$ cat src/rtl/dca_matrix_row_streamer_pkg.sv
// Shared definitions for the matrix row streamer: default matrix geometry,
// FSM state encoding and small constant helpers.
package dca_matrix_row_streamer_pkg;

    localparam int DEF_MATRIX_SIZE_PARA = 8;
    localparam int DEF_BW_TENSOR_SCALAR = 32;
    localparam int DEF_MATRIX_NUM_ROW   = DEF_MATRIX_SIZE_PARA;
    localparam int DEF_MATRIX_NUM_COL   = DEF_MATRIX_SIZE_PARA;
    localparam int DEF_BW_TENSOR_ROW    = DEF_MATRIX_NUM_COL * DEF_BW_TENSOR_SCALAR;

    typedef enum logic [1:0] {
        ST_IDLE  = 2'd0,
        ST_LOAD  = 2'd1,
        ST_FULL  = 2'd2,
        ST_DRAIN = 2'd3
    } state_e;

    function automatic int clog2_f(input int value);
        int result;
        result = 0;
        while ((1 << result) < value) begin
            result = result + 1;
        end
        return result;
    endfunction

    function automatic int row_width_f(input int num_col, input int bw_scalar);
        return num_col * bw_scalar;
    endfunction

endpackage

$ cat src/rtl/dca_matrix_row_streamer.sv
// Row sequencer in front of the matrix register's row-move port: loads N rows
// from a valid/ready stream and drains them back out, optionally recirculating.
module dca_matrix_row_streamer
    import dca_matrix_row_streamer_pkg::*;
#(
    parameter int  MATRIX_SIZE_PARA = DEF_MATRIX_SIZE_PARA,
    parameter int  BW_TENSOR_SCALAR = DEF_BW_TENSOR_SCALAR,
    localparam int MATRIX_NUM_ROW   = MATRIX_SIZE_PARA,
    localparam int MATRIX_NUM_COL   = MATRIX_SIZE_PARA,
    localparam int BW_TENSOR_ROW    = row_width_f(MATRIX_NUM_COL, BW_TENSOR_SCALAR)
) (
    input  logic                     clk,
    input  logic                     rstnn,
    input  logic                     load_start,
    input  logic                     drain_start,
    input  logic                     drain_keep,
    input  logic                     abort,
    input  logic                     s_valid,
    output logic                     s_ready,
    input  logic [BW_TENSOR_ROW-1:0] s_data,
    output logic                     m_valid,
    input  logic                     m_ready,
    output logic [BW_TENSOR_ROW-1:0] m_data,
    output logic                     init,
    output logic                     move_wenable,
    output logic [BW_TENSOR_ROW-1:0] move_wdata_list,
    output logic                     move_renable,
    input  logic [BW_TENSOR_ROW-1:0] move_rdata_list,
    output logic                     busy,
    output logic                     matrix_full,
    output logic                     done
);

    localparam int ROW_CNT_W = clog2_f(MATRIX_NUM_ROW + 1);
    localparam logic [ROW_CNT_W-1:0] LAST_ROW = ROW_CNT_W'(MATRIX_NUM_ROW - 1);

    state_e                 state_q, state_d;
    logic [ROW_CNT_W-1:0]   row_cnt_q, row_cnt_d;
    logic                   keep_q, keep_d;
    logic                   done_q, done_d;

    always_ff @(posedge clk or negedge rstnn) begin
        if (!rstnn) begin
            state_q   <= ST_IDLE;
            row_cnt_q <= '0;
            keep_q    <= 1'b0;
            done_q    <= 1'b0;
        end else begin
            state_q   <= state_d;
            row_cnt_q <= row_cnt_d;
            keep_q    <= keep_d;
            done_q    <= done_d;
        end
    end

    always_comb begin
        state_d         = state_q;
        row_cnt_d       = row_cnt_q;
        keep_d          = keep_q;
        done_d          = 1'b0;
        s_ready         = 1'b0;
        m_valid         = 1'b0;
        m_data          = '0;
        init            = 1'b0;
        move_wenable    = 1'b0;
        move_wdata_list = '0;
        move_renable    = 1'b0;

        case (state_q)
            ST_IDLE: begin
                if (load_start) begin
                    state_d   = ST_LOAD;
                    row_cnt_d = '0;
                    init      = 1'b1;
                end
            end
            ST_LOAD: begin
                s_ready         = 1'b1;
                move_wdata_list = s_data;
                if (s_valid) begin
                    move_wenable = 1'b1;
                    if (row_cnt_q == LAST_ROW) begin
                        row_cnt_d = '0;
                        done_d    = 1'b1;
                        state_d   = ST_FULL;
                    end else begin
                        row_cnt_d = row_cnt_q + ROW_CNT_W'(1);
                    end
                end
            end
            ST_FULL: begin
                // A simultaneous drain request takes precedence over a reload.
                if (drain_start) begin
                    state_d   = ST_DRAIN;
                    keep_d    = drain_keep;
                    row_cnt_d = '0;
                end else if (load_start) begin
                    state_d   = ST_LOAD;
                    row_cnt_d = '0;
                    init      = 1'b1;
                end
            end
            ST_DRAIN: begin
                m_valid = 1'b1;
                m_data  = move_rdata_list;
                if (keep_q) begin
                    move_wdata_list = move_rdata_list;
                end
                if (m_ready) begin
                    move_renable = 1'b1;
                    move_wenable = keep_q;
                    if (row_cnt_q == LAST_ROW) begin
                        row_cnt_d = '0;
                        done_d    = 1'b1;
                        state_d   = keep_q ? ST_FULL : ST_IDLE;
                    end else begin
                        row_cnt_d = row_cnt_q + ROW_CNT_W'(1);
                    end
                end
            end
            default: state_d = ST_IDLE;
        endcase

        // Abort suppresses every handshake and strobe so the register is left as-is.
        if (abort) begin
            state_d         = ST_IDLE;
            row_cnt_d       = '0;
            done_d          = 1'b0;
            s_ready         = 1'b0;
            m_valid         = 1'b0;
            m_data          = '0;
            init            = 1'b0;
            move_wenable    = 1'b0;
            move_wdata_list = '0;
            move_renable    = 1'b0;
        end
    end

    assign busy        = (state_q == ST_LOAD) || (state_q == ST_DRAIN);
    assign matrix_full = (state_q == ST_FULL);
    assign done        = done_q;

endmodule

$ cat config.mk
export PLATFORM = sky130hd
export DESIGN_NAME = dca_matrix_row_streamer
export DESIGN_NICKNAME = d
export VERILOG_FILES = /design/src/rtl/dca_matrix_row_streamer_pkg.sv /design/src/rtl/dca_matrix_row_streamer.sv
export SDC_FILE = /design/constraint.sdc
export NUM_CORES = 1
export LEC_CHECK = 0
export CORE_AREA = 2 2 403 405
export DETAILED_ROUTE_END_ITERATION = 7
export DIE_AREA = 0 0 405 407
export DONT_BUFFER_PORTS = 1
export PLACE_DENSITY_LB_ADDON = 0.15
export SLEW_MARGIN = 20
export SYNTH_ARGS = -nofsm -noshare
export SYNTH_HDL_FRONTEND = slang
export SYNTH_SLANG_ARGS = --single-unit
$ cat constraint.sdc
create_clock -name clk -period 2.4 [get_ports clk]
set_input_delay 0.12 -clock clk [delete_from_list [all_inputs] [get_ports clk]]
set_output_delay 0.12 -clock clk [all_outputs]
set_load 0.05 [all_outputs]
### Word level (Yosys, flattened, before mapping)

Cells that the tools add are included.

| storage, ports and cells | value |
|---|---|
| register bits after elaboration | 8 |
| input port bits | 520 |
| output and inout port bits | 520 |
| word-level logic and storage cells | 59 |

| operators by class | value |
|---|---|
| add/sub/neg operators | 1 |
| equality and inequality tests | 8 |
| multiplexer cells | 41 |
| reduce and logical (&&, ||, !) cells | 5 |

Operators by type and width:

| operator | number |
|---|---|
| 256-bit 2-to-1 mux | 4 |
| 256-bit one-hot mux with 2 select lines | 1 |
| 4-bit 2-to-1 mux | 6 |
| 1-bit 2-to-1 mux | 17 |
| 2-bit 2-to-1 mux | 8 |
| 4-bit one-hot mux with 4 select lines | 1 |
| 3-bit inequality test (second input constant) | 4 |
| 2-bit one-hot mux with 4 select lines | 1 |
| 1-bit one-hot mux with 2 select lines | 3 |
| 4-bit by 1-bit adder with 4-bit output (second input constant) | 1 |
| 2-bit equality test (second input constant) | 2 |
| 4-bit by 3-bit equality test with 1-bit output (second input constant) | 1 |
| 2-bit AND reduction | 2 |
| 4-bit AND reduction | 1 |
| 2-bit by 1-bit equality test with 1-bit output (second input constant) | 1 |
| 2-bit zero test | 1 |
| 1-bit logical OR | 1 |

### Depth between registers and ports, before layout

Gate-level depths: netlist (run 1).

| logic depth | value |
|---|---|
| depth in word-level cells | 5 |
| gate-level depth with buffers | 7 |
| mapped depth without buffers | 5 |

### Worst setup path before layout (run 1)

OpenSTA, ideal clock, no wires.

| path | value |
|---|---|
| kind | register to output |
| start point | register state_q[0] |
| end point | output port init |
| arrival time | 1,996 ps |
| data required time | 2,280 ps |
| setup slack | 284 ps |
| stages on the path, launching flop included | 5 |
| path buffers | 2 |
| path through | dfrtp_1 > buf_4 > buf_4 > nand2b_1 > a211oi_1 |

| between the ends | value |
|---|---|
| cells in the longest elaborated chain, start to end | 3 |
| elaborated cells on any way between the ends | 4 |
| those cells by class | eq/ne: 1; mux: 2; reduce/logical: 1 |

RTL lines:

| item | line | RTL |
|---|---|---|
| start: declaration | dca_matrix_row_streamer.sv:37 | `state_e state_q, state_d;` |
| start signal: assignment | dca_matrix_row_streamer.sv:49 | `state_q <= state_d;` |
| 2-bit equality test / 2-bit zero test (equally long branches) | dca_matrix_row_streamer.sv:69 | `case (state_q)` |
| 1-bit one-hot mux with 2 select lines (*) | dca_matrix_row_streamer.sv:69 |  |
| 1-bit 2-to-1 mux (*) | dca_matrix_row_streamer.sv:125 | `if (abort) begin` |
| end: declaration | dca_matrix_row_streamer.sv:24 | `output logic init,` |

Every way passes the cells marked *; elsewhere a longest branch is shown, timed or not.

### Worst setup path in the final report (run 1)

| path | value |
|---|---|
| start point | register state_q[0] |
| end point | output port move_wdata_list[206] |

| between the ends | value |
|---|---|
| cells in the longest elaborated chain, start to end | 3 |
| elaborated cells on any way between the ends | 4 |
| those cells by class | eq/ne: 2; mux: 2 |

RTL lines:

| item | line | RTL |
|---|---|---|
| 2-bit equality test / 2-bit by 1-bit equality test with 1-bit output (equally long branches) | dca_matrix_row_streamer.sv:69 |  |
| 256-bit one-hot mux with 2 select lines (*) | dca_matrix_row_streamer.sv:69 |  |
| 256-bit 2-to-1 mux (*) | dca_matrix_row_streamer.sv:125 |  |
| end: declaration | dca_matrix_row_streamer.sv:26 | `output logic [BW_TENSOR_ROW-1:0] move_wdata_list,` |

Marked as above.

==> results by stage, run 1 <==
Timing:
- Dividing the final minimum period by the clock period gives 94.7%.
- The shortest period the worst path allows is 2.27 ns.
- The total of endpoints with negative setup slack in the final report is 0.
- On the final layout, the worst hold slack is 0.0374 ns.
- Setup repair after global routing left no endpoint under its margin.
- The total count of hold-check failures in the final report was 0.
- Setup total negative slack on the finished layout was measured at 0 ns.
- Derived from the worst setup path, the maximum achievable clock frequency is 0.440 GHz.
- The headroom to the max-slew limit is 61.2%.
- For the final database, setup skew stands at 0.00223 ns.
- For the pin with the worst max-slew slack, the measured transition is 0.582 ns.
- The count of pins over their slew limit came to 0.

Yosys:
- The synthesized cell area is 0.00567 sq mm.
- In this run, synthesis produced a sequential element count of 8.
- The register area share after synthesis is 3.53%.
- The netlist uses 37 different library cells.
- The synthesized area per cell is 6.02 sq um.
- Yosys attributes the largest share of cell area to a22oi_1, and2_1, nor2_1, buf_2, dfrtp_1.
- The Yosys step of the flow raised 0 warnings.
- The number of nets handed over by synthesis was 1463.
- After technology mapping, the gate count stands at 942.
- The post-synthesis cell type with the largest combined area is a22oi_1.
- The proportion of netlist area held by the largest area contributor is 34.0%.

Hold path:
- In this run the worst hold path is classified as primary input to register.

Critical path:
- Of all nets on the critical path, the largest fanout is 23.
- The number of buffers and inverters on the critical path is 3.
- The biggest cell delay along the critical path is 0.47 ns.
- STA classifies the critical path startpoint as a register.
- Among cell families on the critical path, the largest total delay comes from simple AND/OR/NAND/NOR gates.
- Traced cell by cell, the critical path runs through nor2b_4, buf_4, buf_12, a22oi_1, nor2_1, buf_4.
- STA puts the critical path data arrival time at 2.15 ns.
- On the critical path, the stage with the largest delay is an instance of dfrtp_1.
- The cell that appears most often on the critical path is buf_4.
- The startpoint-to-endpoint class of the critical path is register to output pin.
- The endpoint class of the critical path is an output pin.
- At the worst endpoint, the required time is 2.28 ns.

Drt:
- The count of routing violations after the opening detailed-route iteration is 838.
- The detailed-route wire length is 95700 microns.
- For this block, the via count after detailed routing is 10100.
- Dividing the detail-routed via count by the number of cells gives 2.80.
- The length of the first detailed-routing pass in iterations is 6.
- The remaining design rule violation count is 0.
- The number of nets with antenna violations after detailed routing is 0.
- The detailed-route wire length per cell is 26.6 microns.

CTS:
- At the later pin of the worst-skew pair, clock insertion delay measures 0.23 ns.
- The maximum root-to-sink buffer count is 2.
- The clock input transition at the sequential cells of the worst setup and hold paths is 0.04 ns.
- TritonCTS built the clock tree.
- The cell at the root of the clock tree is clkbuf_16.
- The TritonCTS buffer count is 3.
- The number of clock sinks is 8.
- The H-tree depth reported by CTS is 1.

Final layout:
- The synthesis-to-finish area growth is 182%.
- The fraction of final layout cells with drive strength greater than 1 is 42.9%.
- In the layout the commonest cells are buf_4, buf_12, and2_1, nor2_1, a22oi_1.
- Leaving out fill and tap cells, the most frequent cell in the layout is buf_4.
- The net count of the finished layout is 1946.
- The finished layout cell area is 0.0160 sq mm.

Place:
- The congestion estimate from routability-driven global placement came to 0.983.
- The post-placement cell area is 0.0158 sq mm.
- The number of port buffers is 0.
- The half-perimeter wire length after detailed placement is 88100 microns.

Pwr:
- Summing internal, switching and leakage power gives 1.47 mW.
- The worst-case vdd ir drop is 0.000125 V.
- The static leakage power is 5.62 nW.
- The cell area power density is 91.6 mW/mm^2.

Global routing:
- The first-pass GRT wire length is 115000 microns.
- The via count of the first global-routing pass is 9415.
- The global router's overall resource usage is 10.7%.
- For this run the aggregate overflow at the end of global routing stands at 0.
- The number of antenna violations at the first check in global routing was 94.
- The largest net degree at the start of global routing is 64.

Floorplan:
- The height of the die is 407 microns.
- The number of top-level pins is 1040.
- The full die area is 0.165 sq mm.
- In this run the standard cell core region covers 0.160 sq mm.
- The die is 405 microns wide.
- The total number of placement rows is 147.
- The initial utilization of the core area, before any placement, comes to 3.54%.

Outcome:
- The flow ran to the end, and the final reports show no timing, DRC or antenna violations.

Job:
- The tool flagged a number of max-cap violations equal to 0.
## cells in the mapped netlist, drive strengths merged
cell type  instances
a211oi             3
nor3               1
a22oi            257
nand2b             2
o211ai             1
nand2              5
o21bai             1
a311oi             1
buf               88
dfrtp              8
nor2b              5
a21oi              3
nor2             260
and3               2
mux2               1
and3b              1
o2111ai            1
o21ai              2
and2             258
clkbuf            31
a311o              1
o311ai             1
or3                1
mux2i              2
inv                1
nand3b             1
nand4              1
a2111o             1
nand3              1
ha                 1
## routing by layer
metal  vias to the layer above  global-route usage (%)  share of wire [%]
li1                       4264                       -                  -
met1                      4809                    13.7                 41
met2                       850                    18.1                 48
met3                       152                    3.58                9.5
met4                        12                   0.700                1.4
met5                         -                       0              0.087
## sequential cells by signal, summed over array words and instances, names as in the netlist
name	cells
keep_q	1
state_q	2
row_cnt_q	4
done	1
## where the power goes
part / switching [mW] / internal [mW]
Clock: 0.0715 / 0.216
Sequential: 0.00626 / 0.140
Combinational: 0.680 / 0.352
Total: 0.758 / 0.707
## cell type report
type,count,area [sq um]
sequential,8,201
timing repair buffer,597,8120
antenna,20,50.0
clock buffer,3,75.1
fill,18700,144000
multi-input combinational,814,4850
inverter,1,3.75
tap,2160,2700
## worst register-to-register path: stages, from the launching register on
cell	delay, ns
dfrtp_2	0.46
buf_4	0.18
mux2i_4	0.36
nand2b_4	0.20
nor3_1	0.04
a311o_1	0.32
## final timing paths
check | start | endpoint | slack (ns) | cells past startpoint
min reg2reg | row_cnt_q[3]$_DFFE_PN0P_ | row_cnt_q[3]$_DFFE_PN0P_ | 0.51 | 1
max in group asynchronous | rstnn | state_q[1]$_DFFE_PN0P_ | 1.75 | 1
min in group asynchronous | rstnn | done$_DFF_PN0_ | 0.29 | 1
max | state_q[0]$_DFFE_PN0P_ | move_wdata_list[206] | 0.13 | 6
min | drain_keep | keep_q$_DFFE_PN0P_ | 0.04 | 1
max reg2reg | state_q[1]$_DFFE_PN0P_ | row_cnt_q[2]$_DFFE_PN0P_ | 0.73 | 5
## metrics by stage
step	cells	util (%)	worst slack, ns
floorplan	942	-	0.284
global placement	3577	9.89	0.372
detailed placement	3577	9.89	0.318
CTS	3582	9.95	0.0630
global route	3584	9.96	0.0170
finish	3603	9.99	0.127
## what timing repair did
item	in CTS	in global routing
hold buffers	2	0
setup endpoints to repair	0	5
resized for setup	0	1
endpoints found under the hold margin	11	0
setup buffers	0	1
## logic make-up (layout without fill, tap and decap cells)
logic type,count (synthesis),count (layout),synth area share (%)
adder cells (fa/ha/maj),1,1,0.221
AO/OA/AOI/OAI,272,272,36.2
other,0,20,0
buffers and inverters,120,601,11.3
flip-flops,8,8,3.53
multiplexers,3,3,0.773
AND/OR/NAND/NOR,538,538,48.0
Power figures use the tool's default switching activity.
==> run 2, diff against run 1 <==
clock period = 1.8 ns   (was 2.4 ns; I/O delays follow)
==> results by stage, run 2 (synthesis gave the netlist of run 1 again) <==
Outcome:
- The run finished, with violations left.
- The final reports fail on setup timing.

Place:
- The placed cell count was 3593 (+0.45%).
- The weighted congestion reported at the end of routability-driven placement came to 0.989 (+0.52%).
- The number of port buffers was 0 (unchanged).
- The half-perimeter wire length after detailed placement was 92000 microns (+4.4%).

Floorplan:
- The total number of placement rows is 147 (unchanged).
- The full die area is 0.165 sq mm (unchanged).
- The effective utilization at floorplan is 3.54% (unchanged).
- The number of top-level pins came to 1040 (unchanged).
- The width of the chip was 405 microns (unchanged).
- The height of the die is 407 microns (unchanged).
- The standard cell core area is 0.160 sq mm (unchanged).

Timing:
- The headroom to the max-slew limit is 61.0% (-0.26 points).
- The highest attainable clock frequency is 0.501 GHz.
- The post-route worst hold slack is 0.00903 ns (-0.0284 ns).
- The count of pins over their slew limit is 0 (unchanged).
- The largest clock skew in the final design is 0.0154 ns (+0.0132 ns).
- The total count of hold-check failures in the final report is 0 (unchanged).
- Subtracting the final worst setup slack from the clock period gives 2.00 ns.
- Setup repair after global routing could not meet its margin everywhere.
- The final cycle utilization of the critical path is 111%.
- The setup slack of the critical path after layout is -0.197 ns (-0.324 ns).
- The transition time of the tightest slew-check pin came to 0.584 ns (+0.00204 ns).
- The total of endpoints with negative setup slack in the final report is 510 (+510).

Critical path:
- The critical path arrival is 1.91 ns (-0.24 ns).
- The startpoint-to-endpoint class of the critical path is register to output pin.
- The peak fanout along the critical path is 11 (-52%).
- The worst setup path is launched from a register.
- The endpoint class of the critical path is an output pin.
- The required time of the worst setup path is 1.71 ns (-0.57 ns).

Drt:
- The number of nets with antenna violations after detailed routing is 0 (unchanged).
- The vias per cell is 2.84 (+1.4%).
- The detailed-route wire length per cell is 29.3 microns (+10%).
- The detailed-route wire length is 108000 microns (+13%).
- The via total after detailed routing is 10400 (+3.4%).
- The count of routing violations after the opening detailed-route iteration is 784 (-6.4%).
- The length of the first detailed-routing pass in iterations was 5 (-1).
- The remaining design rule violation count is 0 (unchanged).

Final layout:
- The largest registers in the layout are row_cnt_q: 4 flops, state_q: 2 flops.
- The synthesis-to-finish area growth is 274%.
- The number of filler cells placed in the layout was 18100 (-2.8%).
- The fraction of final layout cells with drive strength greater than 1 is 66.6% (+24 points).
- The count of non-filler cells in the finished layout came to 3676 (+2.0%).
- The total area of sequential cells is 201 sq um (unchanged).
- In the layout the commonest cells are buf_12, nor2_2, and2_1.
- The net count of the finished layout is 2015 (+3.5%).
- The most common cell after layout, fill and taps aside is buf_12.
- The most flop-heavy register is row_cnt_q.
- The flip-flop count of the largest register, all copies and words added is 4 (unchanged).
- The area of the multi-input gates is 0.00581 sq mm (+20%).

CTS:
- The clock latency of the later-clocked register in the worst-skew pair is 0.25 ns (+0.02 ns).
- The CTS tree is yes.
- The H-tree depth reported by CTS is 1 (unchanged).
- The cell at the root of the clock tree is clkbuf_16.
- The TritonCTS buffer count is 3 (unchanged).
- The number of clock sinks was 8 (unchanged).
- The maximum root-to-sink buffer count is 2 (unchanged).
- The clock input transition at the sequential cells of the worst setup and hold paths is 0.06 ns (+0.02 ns).

Global routing:
- The first-pass GRT wire length is 126000 microns (+9.6%).
- The largest net degree at the start of global routing was 57 (-11%).
- The number of antenna violations at the first check in global routing is 80 (-15%).
- The global router's overall resource usage was 11.7% (+1.0 points).
- The via count of the first global-routing pass was 10100 (+7.1%).
- The remaining global-route overflow was 0 (unchanged).

Hold path:
- The worst min-delay path category is primary input to register.

Pwr:
- The cell area power density is 133 mW/mm^2 (+45%).
- The static leakage power is 6.96 nW (+24%).
- The worst-case vdd ir drop came to 0.000193 V (+54%).

Job:
- The max-cap violation count is 0 (unchanged).
==> run 2: changes by cell type in the layout (fill, tap and decap cells not counted), sizes merged <==
| cell | change |
|---|---|
| bufbuf | +1 |
| dlygate4sd3 | +2 |
| clkbuf | +15 |
| diode | +4 |
| buf | +51 |
==> run 2: area by class of cell <==
cell class | instances | share of cell area, %
Antenna cell | 24 | 0.283
Clock buffer | 3 | 0.354
Inverter | 1 | 0.0177
Multi-Input combinational cell | 814 | 27.4
Sequential cell | 8 | 0.949
Tap cell | 2160 | 12.7
Timing Repair Buffer | 666 | 58.3
==> run 2: path summary, 6_finish.rpt <==
check,depth (start not counted),endpoint,slack (ns),from
worst min register to register,1,row_cnt_q[3]$_DFFE_PN0P_,0.55,row_cnt_q[3]$_DFFE_PN0P_
worst min-delay path,1,state_q[1]$_DFFE_PN0P_,0.009,abort
worst max-delay path,8,move_wdata_list[97],-0.20,state_q[0]$_DFFE_PN0P_
max in group asynchronous,1,state_q[1]$_DFFE_PN0P_,1.11,rstnn
min in group asynchronous,1,done$_DFF_PN0_,0.27,rstnn
worst max register to register,6,row_cnt_q[3]$_DFFE_PN0P_,0.07,state_q[0]$_DFFE_PN0P_
==> run 2: metrics by stage <==
step | setup WS, ns | utilization, % | TNS (ns) | cell area [sq um] | total power, mW
after CTS | -0.217 | 12.6 | -63.31 | 20300 | 2.64
after global routing | -0.287 | 13.2 | -102.96 | 21200 | 2.94
after global placement | -0.0898 | 12.2 | -0.142 | 19500 | 2.03
after detailed placement | -0.110 | 12.2 | -0.186 | 19500 | 2.02
final | -0.197 | 13.2 | -58.66 | 21200 | 2.81
after floorplan | 0.0419 | - | 0 | 6250 | 1.23
==> run 2: critical path, stage by stage (launching register included) <==
cell and delay [ns]:
dfrtp_1 0.41, nor2b_4 0.15, buf_12 0.14, buf_16 0.16
buf_4 0.16, buf_8 0.14, a22oi_1 0.24, nor2_2 0.08
buf_12 0.15
==> run 2: repair_timing <==
action                                 in CTS  in global routing
buffers inserted                           14                 12
endpoints found under the hold margin      13                  0
gates cloned                                9                 17
gates resized for setup                    75                 86
hold buffers                                4                  0
pin swaps                                   7                 19
setup endpoints to repair                 485                516
==> run 2: power breakdown <==
group	switching [mW]	total [mW]	internal (mW)
Combinational	1.21	2.18	0.975
Sequential	0.00720	0.193	0.186
Clock	0.143	0.435	0.291
Total	1.36	2.81	1.45
==> run 2: per-layer routing <==
layer | up-vias | wire [microns] | GRT usage (%)
li1 | 4436 | - | -
met1 | 5157 | 45500 | 15.3
met2 | 685 | 52600 | 20.2
met3 | 139 | 8020 | 2.83
met4 | 14 | 1550 | 1.04
met5 | - | 88 | 0
==> run 3, diff against run 2 <==
--- a/config.mk
+++ b/config.mk
@@ -8,2 +8,3 @@
 export CORE_AREA = 2 2 403 405
+export CTS_CLUSTER_SIZE = 24
 export DETAILED_ROUTE_END_ITERATION = 7
==> constraint.sdc (replaced) <==
create_clock -name clk -period 2.25 [get_ports clk]
set_input_delay 0.225 -clock clk [delete_from_list [all_inputs] [get_ports clk]]
set_output_delay 0.225 -clock clk [all_outputs]
set_load 0.05 [all_outputs]
==> results by stage, run 3 (synthesis gave the netlist of run 1 again) <==
Drt:
- The number of nets with antenna violations after detailed routing came to 0 (unchanged).
- The length of the first detailed-routing pass in iterations is 5 (unchanged).
- The vias per cell came to 2.83 (-0.35%).
- The via total after detailed routing is 10200 (-1.8%).
- The count of routing violations after the opening detailed-route iteration came to 835 (+6.5%).
- The remaining design rule violation count is 0 (unchanged).
- The detailed-route wire length is 99300 microns (-7.8%).
- The detailed-route wire length per cell was 27.4 microns (-6.5%).

Final layout:
- In the layout the commonest cells are buf_4, buf_12, and2_1.
- The fraction of final layout cells with drive strength greater than 1 is 44.2% (-22 points).
- The number of filler cells placed in the layout came to 18600 (+2.5%).
- The most common cell after layout, fill and taps aside is buf_4.
- The most flop-heavy register is row_cnt_q.
- The final design utilization is 10.2% (-3.1 points).
- The count of non-filler cells in the finished layout is 3624 (-1.4%).
- The net count of the finished layout is 1970 (-2.2%).
- The synthesis-to-finish area growth is 188%.
- The flip-flop count of the largest register, all copies and words added came to 4 (unchanged).
- The largest registers in the layout are row_cnt_q: 4 flops, state_q: 2 flops.

Critical path:
- The number of cells on the worst reg-to-reg path is 6 (unchanged).
- STA classifies the critical path endpoint as an output pin.
- In this run the critical register-to-register path is launched from state_q[0]$_DFFE_PN0P_.
- The critical path arrival came to 2.06 ns (+0.15 ns).
- The critical path is of the register to output pin type.
- Walking the worst path, the cells encountered are nor2b_4, buf_12, buf_12, a22oi_1, nor2_1, buf_4.
- The biggest cell delay along the critical path came to 0.55 ns (+0.14 ns).
- The endpoint identified for the worst register-to-register timing path is row_cnt_q[2]$_DFFE_PN0P_.
- The register-to-register setup slack is 0.51 ns (+0.44 ns).
- The largest individual stage delay along the critical path comes from the cell a22oi_1.
- The required time of the worst setup path was 2.03 ns (+0.32 ns).
- STA classifies the critical path startpoint as a register.
- In this design, the critical path's most frequently occurring cell is buf_12.
- The peak fanout along the critical path is 28 (+17).

Timing:
- The setup total negative slack is -0.0352 ns (+58.62 ns).
- The count of pins over their slew limit was 0 (unchanged).
- Setup repair after global routing left no endpoint under its margin.
- The post-route worst hold slack is 0.0605 ns (+0.0514 ns).
- The transition time of the tightest slew-check pin is 0.562 ns (-0.0216 ns).
- The shortest period the worst path allows is 2.29 ns.
- The largest clock skew in the final design is 0.00220 ns (-0.0132 ns).
- The total of endpoints with negative setup slack in the final report is 1 (-99.8%).
- The headroom to the max-slew limit is 62.5% (+1.6 points).
- The final critical path takes up 102% of the cycle.
- The setup slack of the critical path after layout was -0.0352 ns (+0.162 ns).
- For this run, the top clock speed supported by timing is 0.438 GHz.
- The total count of hold-check failures in the final report was 0 (unchanged).

Floorplan:
- The standard cell core area is 0.160 sq mm (unchanged).
- The total number of placement rows came to 147 (unchanged).
- The height of the die is 407 microns (unchanged).
- The number of top-level pins is 1040 (unchanged).
- The width of the chip is 405 microns (unchanged).
- The effective utilization at floorplan was 3.54% (unchanged).
- The full die area is 0.165 sq mm (unchanged).

Hold path:
- For hold timing, the worst endpoint is row_cnt_q[0]$_DFFE_PN0P_.
- The hold path startpoint is abort.
- The cell count of the worst hold path came to 1 (unchanged).
- The worst min-delay path category is primary input to register.

Global routing:
- The remaining global-route overflow came to 0 (unchanged).
- The largest net degree at the start of global routing came to 57 (unchanged).
- The first-pass GRT wire length is 118000 microns (-6.8%).
- The via count of the first global-routing pass is 9582 (-5.0%).
- The global router's overall resource usage is 11.0% (-0.79 points).
- The number of antenna violations at the first check in global routing came to 93 (+16%).

Pwr:
- The static leakage power is 5.79 nW (-17%).
- The cell area power density was 98.9 mW/mm^2 (-25%).
- The total chip power is 1.62 mW (-43%).
- The worst-case vdd ir drop was 0.000232 V (+20%).

Job:
- The max-cap violation count came to 0 (unchanged).

CTS:
- The tree is rooted in a clkbuf_16.
- The number of clock sinks came to 8 (unchanged).
- The clock input transition at the sequential cells of the worst setup and hold paths is 0.04 ns (-0.02 ns).
- TritonCTS built the clock tree.
- The TritonCTS buffer count is 3 (unchanged).
- The maximum root-to-sink buffer count is 2 (unchanged).
- The H-tree depth reported by CTS came to 1 (unchanged).
- The clock latency of the later-clocked register in the worst-skew pair was 0.24 ns (about the same).

Outcome:
- The checks that failed: setup timing.
- The run finished, with violations left.

Place:
- The placed cell count is 3595 (+0.056%).
- The number of port buffers is 0 (unchanged).
- The half-perimeter wire length after detailed placement is 89200 microns (-3.0%).
- The weighted congestion reported at the end of routability-driven placement came to 0.984 (-0.51%).
run 3: power breakdown:
group	switching, mW	internal (mW)
clock	0.0818	0.230
combinational	0.748	0.400
sequential	0.00550	0.150
total	0.835	0.780
run 3: layout make-up:
cell class,count,area (sq um),area share (%)
repair buffers,621,8440,51.7
well taps,2160,2700,16.5
inverters,1,3.75,0.0230
clock buffers,3,75.1,0.460
diodes,17,42.5,0.260
flip-flops and latches,8,201,1.23
multi-input cells,814,4870,29.8
run 3: per-stage QoR:
step / cell area [sq um] / setup slack, ns
2_1_floorplan: 5670 / 0.0288
3_3_place_gp: 16000 / 0.171
3_5_place_dp: 16000 / 0.207
4_1_cts: 16200 / 0.00699
5_1_grt: 16300 / 0.000306
6_report: 16300 / -0.0352
run 3: per-layer routing:
metal  wire length [microns]  share of wire, %  GRT usage [%]
met3                    9030               9.1           3.69
met2                   47400                48           18.5
met5                     107              0.11              0
met4                    1700               1.7           1.11
met1                   41100                41           13.9
run 3: worst max-delay path: cells and delay by family (launching register included):
kind                   cells  cell delay [ns]
AO/OA/AOI/OAI              1             0.55
buffers and inverters      3             0.50
flip-flops                 1             0.43
AND/OR/NAND/NOR            2             0.24
run 3: how the worst max path moves through the flow:
stage / startpoint / to / slack, ns / depth (start not counted)
after floorplan: state_q[0]$_DFFE_PN0P_ / init / 0.03 / 4
after global placement: state_q[0]$_DFFE_PN0P_ / move_wdata_list[149] / 0.17 / 6
after detailed placement: state_q[0]$_DFFE_PN0P_ / move_wdata_list[149] / 0.21 / 6
after CTS: state_q[0]$_DFFE_PN0P_ / move_wdata_list[149] / 0.007 / 6
after global routing: state_q[0]$_DFFE_PN0P_ / move_wdata_list[149] / 0.0003 / 7
final: state_q[0]$_DFFE_PN0P_ / move_wdata_list[152] / -0.04 / 6
run 3: what timing repair did:
item                       4_1_cts  5_1_grt
cloned                           1        2
setup endpoints to repair        1      107
setup buffers                    2        3
hold endpoints to repair         8        0
gates resized for setup          0        7
hold buffers                     1        0
pin swaps                        0        1
